--- src/rtl/uart_frame_parser_if.sv ---
// Payload output stream of the frame parser: byte, valid/ready handshake and end-of-packet marker.
interface uart_frame_parser_if;
  logic [7:0] data;
  logic       valid;
  logic       ready;
  logic       last;

  modport master (output data, output valid, output last, input ready);
  modport slave  (input data, input valid, input last, output ready);
endinterface

--- src/rtl/uart_frame_parser.sv ---
// Hunts for a sync byte, then parses LEN, payload and XOR checksum from the uart_rx byte stream.
// A payload is buffered and released on the output stream only once its checksum matches.
//
// state   | meaning
// IDLE    | hunting for SYNC_BYTE
// LEN     | waiting for the length byte
// PAYLOAD | storing payload bytes into the buffer
// CSUM    | waiting for the XOR checksum byte
// DRAIN   | releasing the buffered payload on the output stream
module uart_frame_parser #(
  parameter logic [7:0] SYNC_BYTE      = 8'hA5,
  parameter int         MAX_LEN        = 16,
  parameter int         TIMEOUT_CYCLES = 50_000
) (
  input  logic                       clk,
  input  logic                       rst,
  input  logic [7:0]                 in_data,
  input  logic                       in_valid,
  input  logic                       in_framing_error,
  uart_frame_parser_if.master        out,
  output logic                       pkt_done,
  output logic                       err_valid,
  output logic [2:0]                 err_code
);

  localparam int IW = (MAX_LEN > 1) ? $clog2(MAX_LEN) : 1;
  localparam int TW = $clog2(TIMEOUT_CYCLES + 1);
  localparam logic [7:0]    MAX_LEN_B = 8'(MAX_LEN);
  localparam logic [TW-1:0] TMO_LAST  = TW'(TIMEOUT_CYCLES - 1);

  localparam logic [2:0] S_IDLE    = 3'd0;
  localparam logic [2:0] S_LEN     = 3'd1;
  localparam logic [2:0] S_PAYLOAD = 3'd2;
  localparam logic [2:0] S_CSUM    = 3'd3;
  localparam logic [2:0] S_DRAIN   = 3'd4;

  localparam logic [2:0] E_FRAMING = 3'd0;
  localparam logic [2:0] E_BAD_LEN = 3'd1;
  localparam logic [2:0] E_CSUM    = 3'd2;
  localparam logic [2:0] E_OVERRUN = 3'd3;
  localparam logic [2:0] E_TIMEOUT = 3'd4;

  logic [2:0]    state;
  logic [IW-1:0] wr_idx;
  logic [IW-1:0] rd_idx;
  logic [IW-1:0] last_idx;
  logic [7:0]    csum;
  logic [TW-1:0] tmo_cnt;
  logic [7:0]    pbuf [MAX_LEN];

  logic drain;
  logic rd_at_last;

  assign drain      = (state == S_DRAIN);
  assign rd_at_last = (rd_idx == last_idx);

  // Output stream is a pure function of registered state, so in_* never reaches it combinationally.
  assign out.valid = drain;
  assign out.data  = drain ? pbuf[rd_idx] : 8'h00;
  assign out.last  = drain && rd_at_last;

  always_ff @(posedge clk) begin
    if (rst) begin
      state     <= S_IDLE;
      wr_idx    <= '0;
      rd_idx    <= '0;
      last_idx  <= '0;
      csum      <= 8'h00;
      tmo_cnt   <= '0;
      pkt_done  <= 1'b0;
      err_valid <= 1'b0;
      err_code  <= E_FRAMING;
    end else begin
      pkt_done  <= 1'b0;
      err_valid <= 1'b0;
      case (state)
        S_IDLE: begin
          tmo_cnt <= '0;
          if (in_valid && !in_framing_error && in_data == SYNC_BYTE)
            state <= S_LEN;
        end

        S_LEN, S_PAYLOAD, S_CSUM: begin
          if (in_valid) begin
            tmo_cnt <= '0;
            if (in_framing_error) begin
              err_valid <= 1'b1;
              err_code  <= E_FRAMING;
              state     <= S_IDLE;
            end else if (state == S_LEN) begin
              if (in_data == 8'h00 || in_data > MAX_LEN_B) begin
                err_valid <= 1'b1;
                err_code  <= E_BAD_LEN;
                state     <= S_IDLE;
              end else begin
                last_idx <= IW'(in_data - 8'd1);
                csum     <= in_data;
                wr_idx   <= '0;
                state    <= S_PAYLOAD;
              end
            end else if (state == S_PAYLOAD) begin
              csum   <= csum ^ in_data;
              wr_idx <= wr_idx + IW'(1);
              if (wr_idx == last_idx)
                state <= S_CSUM;
            end else begin
              if (in_data == csum) begin
                rd_idx <= '0;
                state  <= S_DRAIN;
              end else begin
                err_valid <= 1'b1;
                err_code  <= E_CSUM;
                state     <= S_IDLE;
              end
            end
          end else if (tmo_cnt == TMO_LAST) begin
            // The count would reach TIMEOUT_CYCLES on this edge.
            tmo_cnt   <= '0;
            err_valid <= 1'b1;
            err_code  <= E_TIMEOUT;
            state     <= S_IDLE;
          end else begin
            tmo_cnt <= tmo_cnt + TW'(1);
          end
        end

        S_DRAIN: begin
          tmo_cnt <= '0;
          if (in_valid) begin
            err_valid <= 1'b1;
            err_code  <= E_OVERRUN;
          end
          if (out.ready) begin
            if (rd_at_last) begin
              state    <= S_IDLE;
              pkt_done <= 1'b1;
            end else begin
              rd_idx <= rd_idx + IW'(1);
            end
          end
        end

        default: state <= S_IDLE;
      endcase
    end
  end

  // Payload storage carries no reset; contents are only read after a full frame is written.
  always_ff @(posedge clk) begin
    if (state == S_PAYLOAD && in_valid && !in_framing_error)
      pbuf[wr_idx] <= in_data;
  end

endmodule

--- src/flat_wrapper.sv ---
// flat-port wrapper written by rule: the top's interface ports become plain ports
module uart_frame_parser_flat 
#(
  parameter logic [7:0] SYNC_BYTE      = 8'hA5,
  parameter int         MAX_LEN        = 16,
  parameter int         TIMEOUT_CYCLES = 50_000
)
  (clk, rst, in_data, in_valid, in_framing_error, pkt_done, err_valid, err_code, out_data, out_valid, out_last, out_ready);
  uart_frame_parser_if out_i ();
  input  logic clk;
  input  logic rst;
  input  logic [7:0] in_data;
  input  logic in_valid;
  input  logic in_framing_error;
  output logic pkt_done;
  output logic err_valid;
  output logic [2:0] err_code;
  output wire logic [$bits(out_i.data)-1:0] out_data;
  output wire logic [$bits(out_i.valid)-1:0] out_valid;
  output wire logic [$bits(out_i.last)-1:0] out_last;
  input wire logic [$bits(out_i.ready)-1:0] out_ready;
  assign out_data = out_i.data;
  assign out_valid = out_i.valid;
  assign out_last = out_i.last;
  assign out_i.ready = out_ready;
  uart_frame_parser #(.SYNC_BYTE(SYNC_BYTE), .MAX_LEN(MAX_LEN), .TIMEOUT_CYCLES(TIMEOUT_CYCLES)) u_core (.clk(clk), .rst(rst), .in_data(in_data), .in_valid(in_valid), .in_framing_error(in_framing_error), .out(out_i), .pkt_done(pkt_done), .err_valid(err_valid), .err_code(err_code));
endmodule
--- config.mk ---
export PLATFORM = sky130hd
export DESIGN_NAME = uart_frame_parser_flat
export DESIGN_NICKNAME = d
export VERILOG_FILES = /design/src/rtl/uart_frame_parser_if.sv /design/src/rtl/uart_frame_parser.sv /design/src/flat_wrapper.sv
export SDC_FILE = /design/constraint.sdc
export NUM_CORES = 1
export LEC_CHECK = 0
export CAP_MARGIN = 20
export CELL_PAD_IN_SITES_DETAIL_PLACEMENT = 0
export CELL_PAD_IN_SITES_GLOBAL_PLACEMENT = 1
export CORE_MARGIN = 5
export CORE_UTILIZATION = 30
export DETAILED_ROUTE_END_ITERATION = 8
export PLACE_DENSITY = 0.56
export SYNTH_ARGS = -nofsm -noshare
export SYNTH_HDL_FRONTEND = slang
export SYNTH_SLANG_ARGS = --single-unit
--- constraint.sdc ---
create_clock -name clk -period 7.33 [get_ports clk]
set_input_delay 1.466 -clock clk [delete_from_list [all_inputs] [get_ports clk]]
set_output_delay 1.466 -clock clk [all_outputs]
set_load 0.01 [all_outputs]
Yosys cells after proc, flatten, opt, wreduce, memory -nomap -nowiden
Memory sizes are Yosys's and may differ from the RTL's. A register that Yosys moved wholly into a read port is not among the register bits.
Cells that the tools add are included.
{ "totals": {"mem_count": 1, "register_bits": 44, "ramBits": 128} }
{ "op_classes": {"n_addsub": 4, "n_eq_ne": 25, "n_bitwise": 5, "reduce_logical": 20, "muxes": 53, "order_cmp": 1} }
{ "mem_list": {"columns": ["memory", "depth", "width", "rd", "rd_clocked_by_memory_dff", "wr", "line", "rtl"], "rows": [
  ["u_core.pbuf", 16, 8, 1, 1, 1, "uart_frame_parser.sv:49", "logic [7:0] pbuf [MAX_LEN];"]
]} }
{ "op_table": {"columns": ["op", "n"], "rows": [
  ["3-bit 2-to-1 mux", 18],
  ["4-bit 2-to-1 mux", 12],
  ["16-bit 2-to-1 mux", 2],
  ["8-bit 2-to-1 mux", 4],
  ["16-bit case mux with 2 select lines", 1],
  ["2-bit != test (second input constant)", 9],
  ["16-bit by 1-bit adder with 16-bit output (second input constant)", 1],
  ["16-bit == test (second input constant)", 1],
  ["5-bit AND reduction", 3],
  ["1-bit 2-to-1 mux", 11],
  ["5-bit by 4-bit != test with 1-bit output (second input constant)", 2],
  ["3-bit case mux with 3 select lines", 1],
  ["4-bit by 1-bit adder with 4-bit output (second input constant)", 2],
  ["4-bit == test", 2],
  ["8-bit == test", 1],
  ["8-bit == test (second input constant)", 1],
  ["8-bit by 5-bit greater-than comparator with 1-bit output (second input constant)", 1],
  ["8-bit logical NOT", 1],
  ["4-bit case mux with 2 select lines", 1],
  ["8-bit AND reduction", 1],
  ["8-bit bitwise XOR", 1],
  ["3-bit by 2-bit == test with 1-bit output (second input constant)", 2],
  ["6-bit by 5-bit != test with 1-bit output (second input constant)", 1],
  ["3-bit case mux with 2 select lines", 1],
  ["other kinds (17)", 28]
]} }

Logic depth before layout (Yosys ltp)
{ "depth": {"word_depth": 9, "ltp_mapped": 10} }

Worst setup path after synthesis
OpenSTA, ideal clock, no wires.
{ "synth_timing": {"kind": "reg-to-output", "start": "register (tool-made name)", "end": "output port out_data[0]", "arrival_ps": 1973, "stages_incl_launch_ff": 6, "path_buffers": 2, "path_slack_ps": 3891, "path_cell_list": "dfxtp_1 -> clkbuf_1 -> buf_2 -> mux4_2 -> mux4_2 -> and2_1"} }
{ "synth_lines": {"columns": ["item", "line", "rtl"], "rows": [
  ["end: declaration", "flat_wrapper.sv:18", "output wire logic [$bits(out_i.data)-1:0] out_data;"]
]} }

==> results.json <==
{
  "syn_nets": 553,
  "coreArea_mm2": 0.0251,
  "finalMaxSlewViolations": 0,
  "setup_viol": 0,
  "outcome": "finished clean",
  "synth_most_common_cell": "edfxtp_1",
  "cts_resized": 0,
  "fin_nets": 573,
  "crit_path_end_kind": "primary output",
  "drive_gt1_frac": 0.170,
  "avgSynthCellArea_um2": 14.4,
  "yosysUniqueCellTypes": 61,
  "hold_path.class": "reg2reg",
  "wl_per_cell_um": 19.6,
  "yosys.area.top_type_share": 0.503,
  "vias": 4529,
  "grt_setup_unrepaired": "false",
  "diodes": 0,
  "port_buffers": 27,
  "viasPerCell": 5.06,
  "die_area_mm2": 0.0288,
  "cts.hold.buffers_added": 0,
  "post_cts_buffers": 0,
  "drc": 0,
  "clk_pin_slew_ns": 0.07,
  "relSlewSlack": 0.339,
  "drv_cap": 0,
  "clock_path_buffers": 2,
  "worstPathCellList": "buf_4 -> mux4_2 -> mux4_2 -> and2_1 -> clkdlybuf4s50_1",
  "grt_max_degree": 51,
  "comb_power_share": 0.070,
  "insertion_delay_ns": 0.43,
  "r2r-end": "u_core.pbuf[14][4]",
  "rrSetupSlack_ns": 4.50,
  "timing.rr.start": "u_core.state[1]",
  "yosys-top-cells-count": "edfxtp_1, dfxtp_1, mux4_2",
  "critPathTopFamily": "multiplexers",
  "ant_nets": 0,
  "path_common_cell": "mux4_2",
  "antenna_found_initial": 0,
  "seq_area_frac_synth": 0.629,
  "p_leak_nw": 2.71,
  "cpPeakStageDelay_ns": 0.64,
  "swShare": 0.241,
  "netlist_area_mm2": 0.00764,
  "netlist_instances": 532,
  "dr.pass1.iters": 5,
  "grt_remaining_overflow": 0,
  "cts_tree": "yes",
  "fmax_mhz": 215,
  "finalCritPeriodShare": 0.634,
  "initial_core_util": 0.304,
  "worst_setup_path_start_kind": "flop",
  "grt_pass1_vias": 4584,
  "cp_slowest_cell": "mux4_2",
  "cp_num_buf_inv": 2,
  "ys_top_cells_by_area": "edfxtp_1, dfxtp_1, mux4_2",
  "criticalPathCategory": "reg2out",
  "clkPwrFrac": 0.417,
  "die_w_um": 170,
  "async_flop_share": 0,
  "gp_congestion": 0.729,
  "dp_hpwl_mm": 11.4,
  "synth_seq_cells": 176,
  "post-route-util": 0.351,
  "root_buffer": "clkbuf_16",
  "grt_usage": 0.126,
  "crit_end": "out_data[7]",
  "clock-sinks": 176,
  "synthToLayoutAreaGrowth_pct": 15.5,
  "n_fill_cell": 2448,
  "synth-edff-count": 128,
  "r2r_cells": 4,
  "required_ns": 5.86,
  "h-tree-depth": 4,
  "die_height_um": 170,
  "fin_worst_skew_ns": 0.0120,
  "worstMarginPinSlew_ns": 0.988,
  "yosys_warnings": 0,
  "peakVddDrop_v": 0.000108,
  "io_pins": 28,
  "power.share.sequential": 0.513,
  "timing.setup.tns_ns": 0,
  "numCtsBuffers": 17,
  "cp_num_cells": 5,
  "worst_ep_arrival_time_ns": 3.18,
  "power_switching_uw": 517,
  "fp-row-count": 58,
  "period_minus_slack_ns": 4.65,
  "grt_pass1_wl_mm": 27.5,
  "p_int_mw": 1.63,
  "drt-total-wl_mm": 17.6,
  "synthFlopType": "edfxtp_1",
  "drt_iter0_markers": 331,
  "finalHoldViolCount": 0,
  "critPathMaxFanout": 28,
  "power_density_mw_per_mm2": 243,
  "synth.largest_area_cell": "edfxtp_1"
}
## cells by family after synthesis
group                      count (synthesis)  synth area share
AOI/OAI and AO/OA                         80            0.0716
xor gates and xnor gates                  22            0.0252
adders and majority gates                  8            0.0131
buffers and inverters                     45            0.0246
DFF                                      176             0.629
muxes                                     42             0.121
and+or+nand+nor                          159             0.115
## worst reg2reg max path: stages, from the launching register on
cell and delay, ns:
dfxtp_1 0.56, inv_1 0.15, nor4_2 0.71, nand2_1 0.27
nor2_1 0.78
## per-layer routing
layer  vias to the layer above  share of wire  global-route usage
met5                         -              0                   0
li1                       2110              -                   -
met2                        74           0.49               0.207
met1                      2338           0.47               0.172
met4                         0         0.0080              0.0357
met3                         7          0.027              0.0238
## area by class of cell
type	count	area, µm²	area share
timing repair buffer	33	310	0.0352
clock inverter	13	148	0.0167
inverter	13	48.8	0.00553
tap	330	413	0.0468
multi-input combinational	311	2670	0.302
sequential	176	4810	0.545
clock buffer	19	433	0.0491
## state kept, by name, summed over array words and instances, names as in the netlist, named ones only
name	cells
u_core.err_code	3
u_core.last_idx	4
u_core.pbuf	128
u_core.rd_idx	4
u_core.pkt_done	1
u_core.tmo_cnt	16
u_core.err_valid	1
u_core.csum	8
u_core.wr_idx	4
u_core.state	3
## layout by cell type (no fill, tap or decap), types with 3 or more instances in the layout
master	n
edfxtp_1	128
dfxtp_1	47
mux4_2	40
nor2_1	35
nand2_1	28
clkdlybuf4s50_1	26
a21oi_1	20
clkbuf_16	17
nor3_1	16
inv_1	12
xor2_1	12
nand3_1	11
xnor2_1	10
o21ai_0	10
and2_1	9
o211ai_1	8
ha_1	8
nand2b_1	7
nor3b_1	7
a211oi_1	7
a31oi_1	7
buf_4	6
or3_1	5
a311oi_1	5
nor3_2	4
and3_1	4
nand4_1	4
nor2b_1	4
inv_8	4
clkinvlp_4	4
or4_1	3
nor4b_2	3
or2_2	3
nand3b_1	3
a21boi_0	3
## per-stage QoR
step | std cells | total power [mW] | instance area, µm² | setup slack (ns) | hold slack (ns)
after floorplan | 532 | 1.21 | 7640 | 3.89 | 0.444
after global placement | 863 | 1.27 | 8240 | 2.70 | 0.476
after detailed placement | 863 | 1.27 | 8240 | 2.65 | 0.480
after CTS | 895 | 2.17 | 8820 | 2.61 | 0.493
after global routing | 895 | 2.23 | 8820 | 2.52 | 0.521
final | 895 | 2.14 | 8820 | 2.68 | 0.488
## worst min path at each step
stage                         endpoint                from  slack, ns  depth (start not counted)
floorplan           u_core.tmo_cnt[15]  u_core.tmo_cnt[15]       0.44                          1
global placement    u_core.err_code[1]  u_core.err_code[1]       0.48                          2
detailed placement  u_core.err_code[1]  u_core.err_code[1]       0.48                          2
CTS                 u_core.err_code[1]  u_core.err_code[1]       0.49                          2
global route        u_core.err_code[0]  u_core.err_code[0]       0.52                          2
finish              u_core.err_code[1]  u_core.err_code[1]       0.49                          2
## power by group through the flow
stage          clock [mW]  sequential (mW)  combinational [mW]
2_1_floorplan           0             1.12              0.0952
3_3_place_gp            0             1.12               0.150
3_5_place_dp            0             1.12               0.152
4_1_cts             0.917             1.10               0.152
5_1_grt             0.957             1.10               0.168
6_report            0.895             1.10               0.150
No activity file was read; power rests on OpenSTA's default activity.
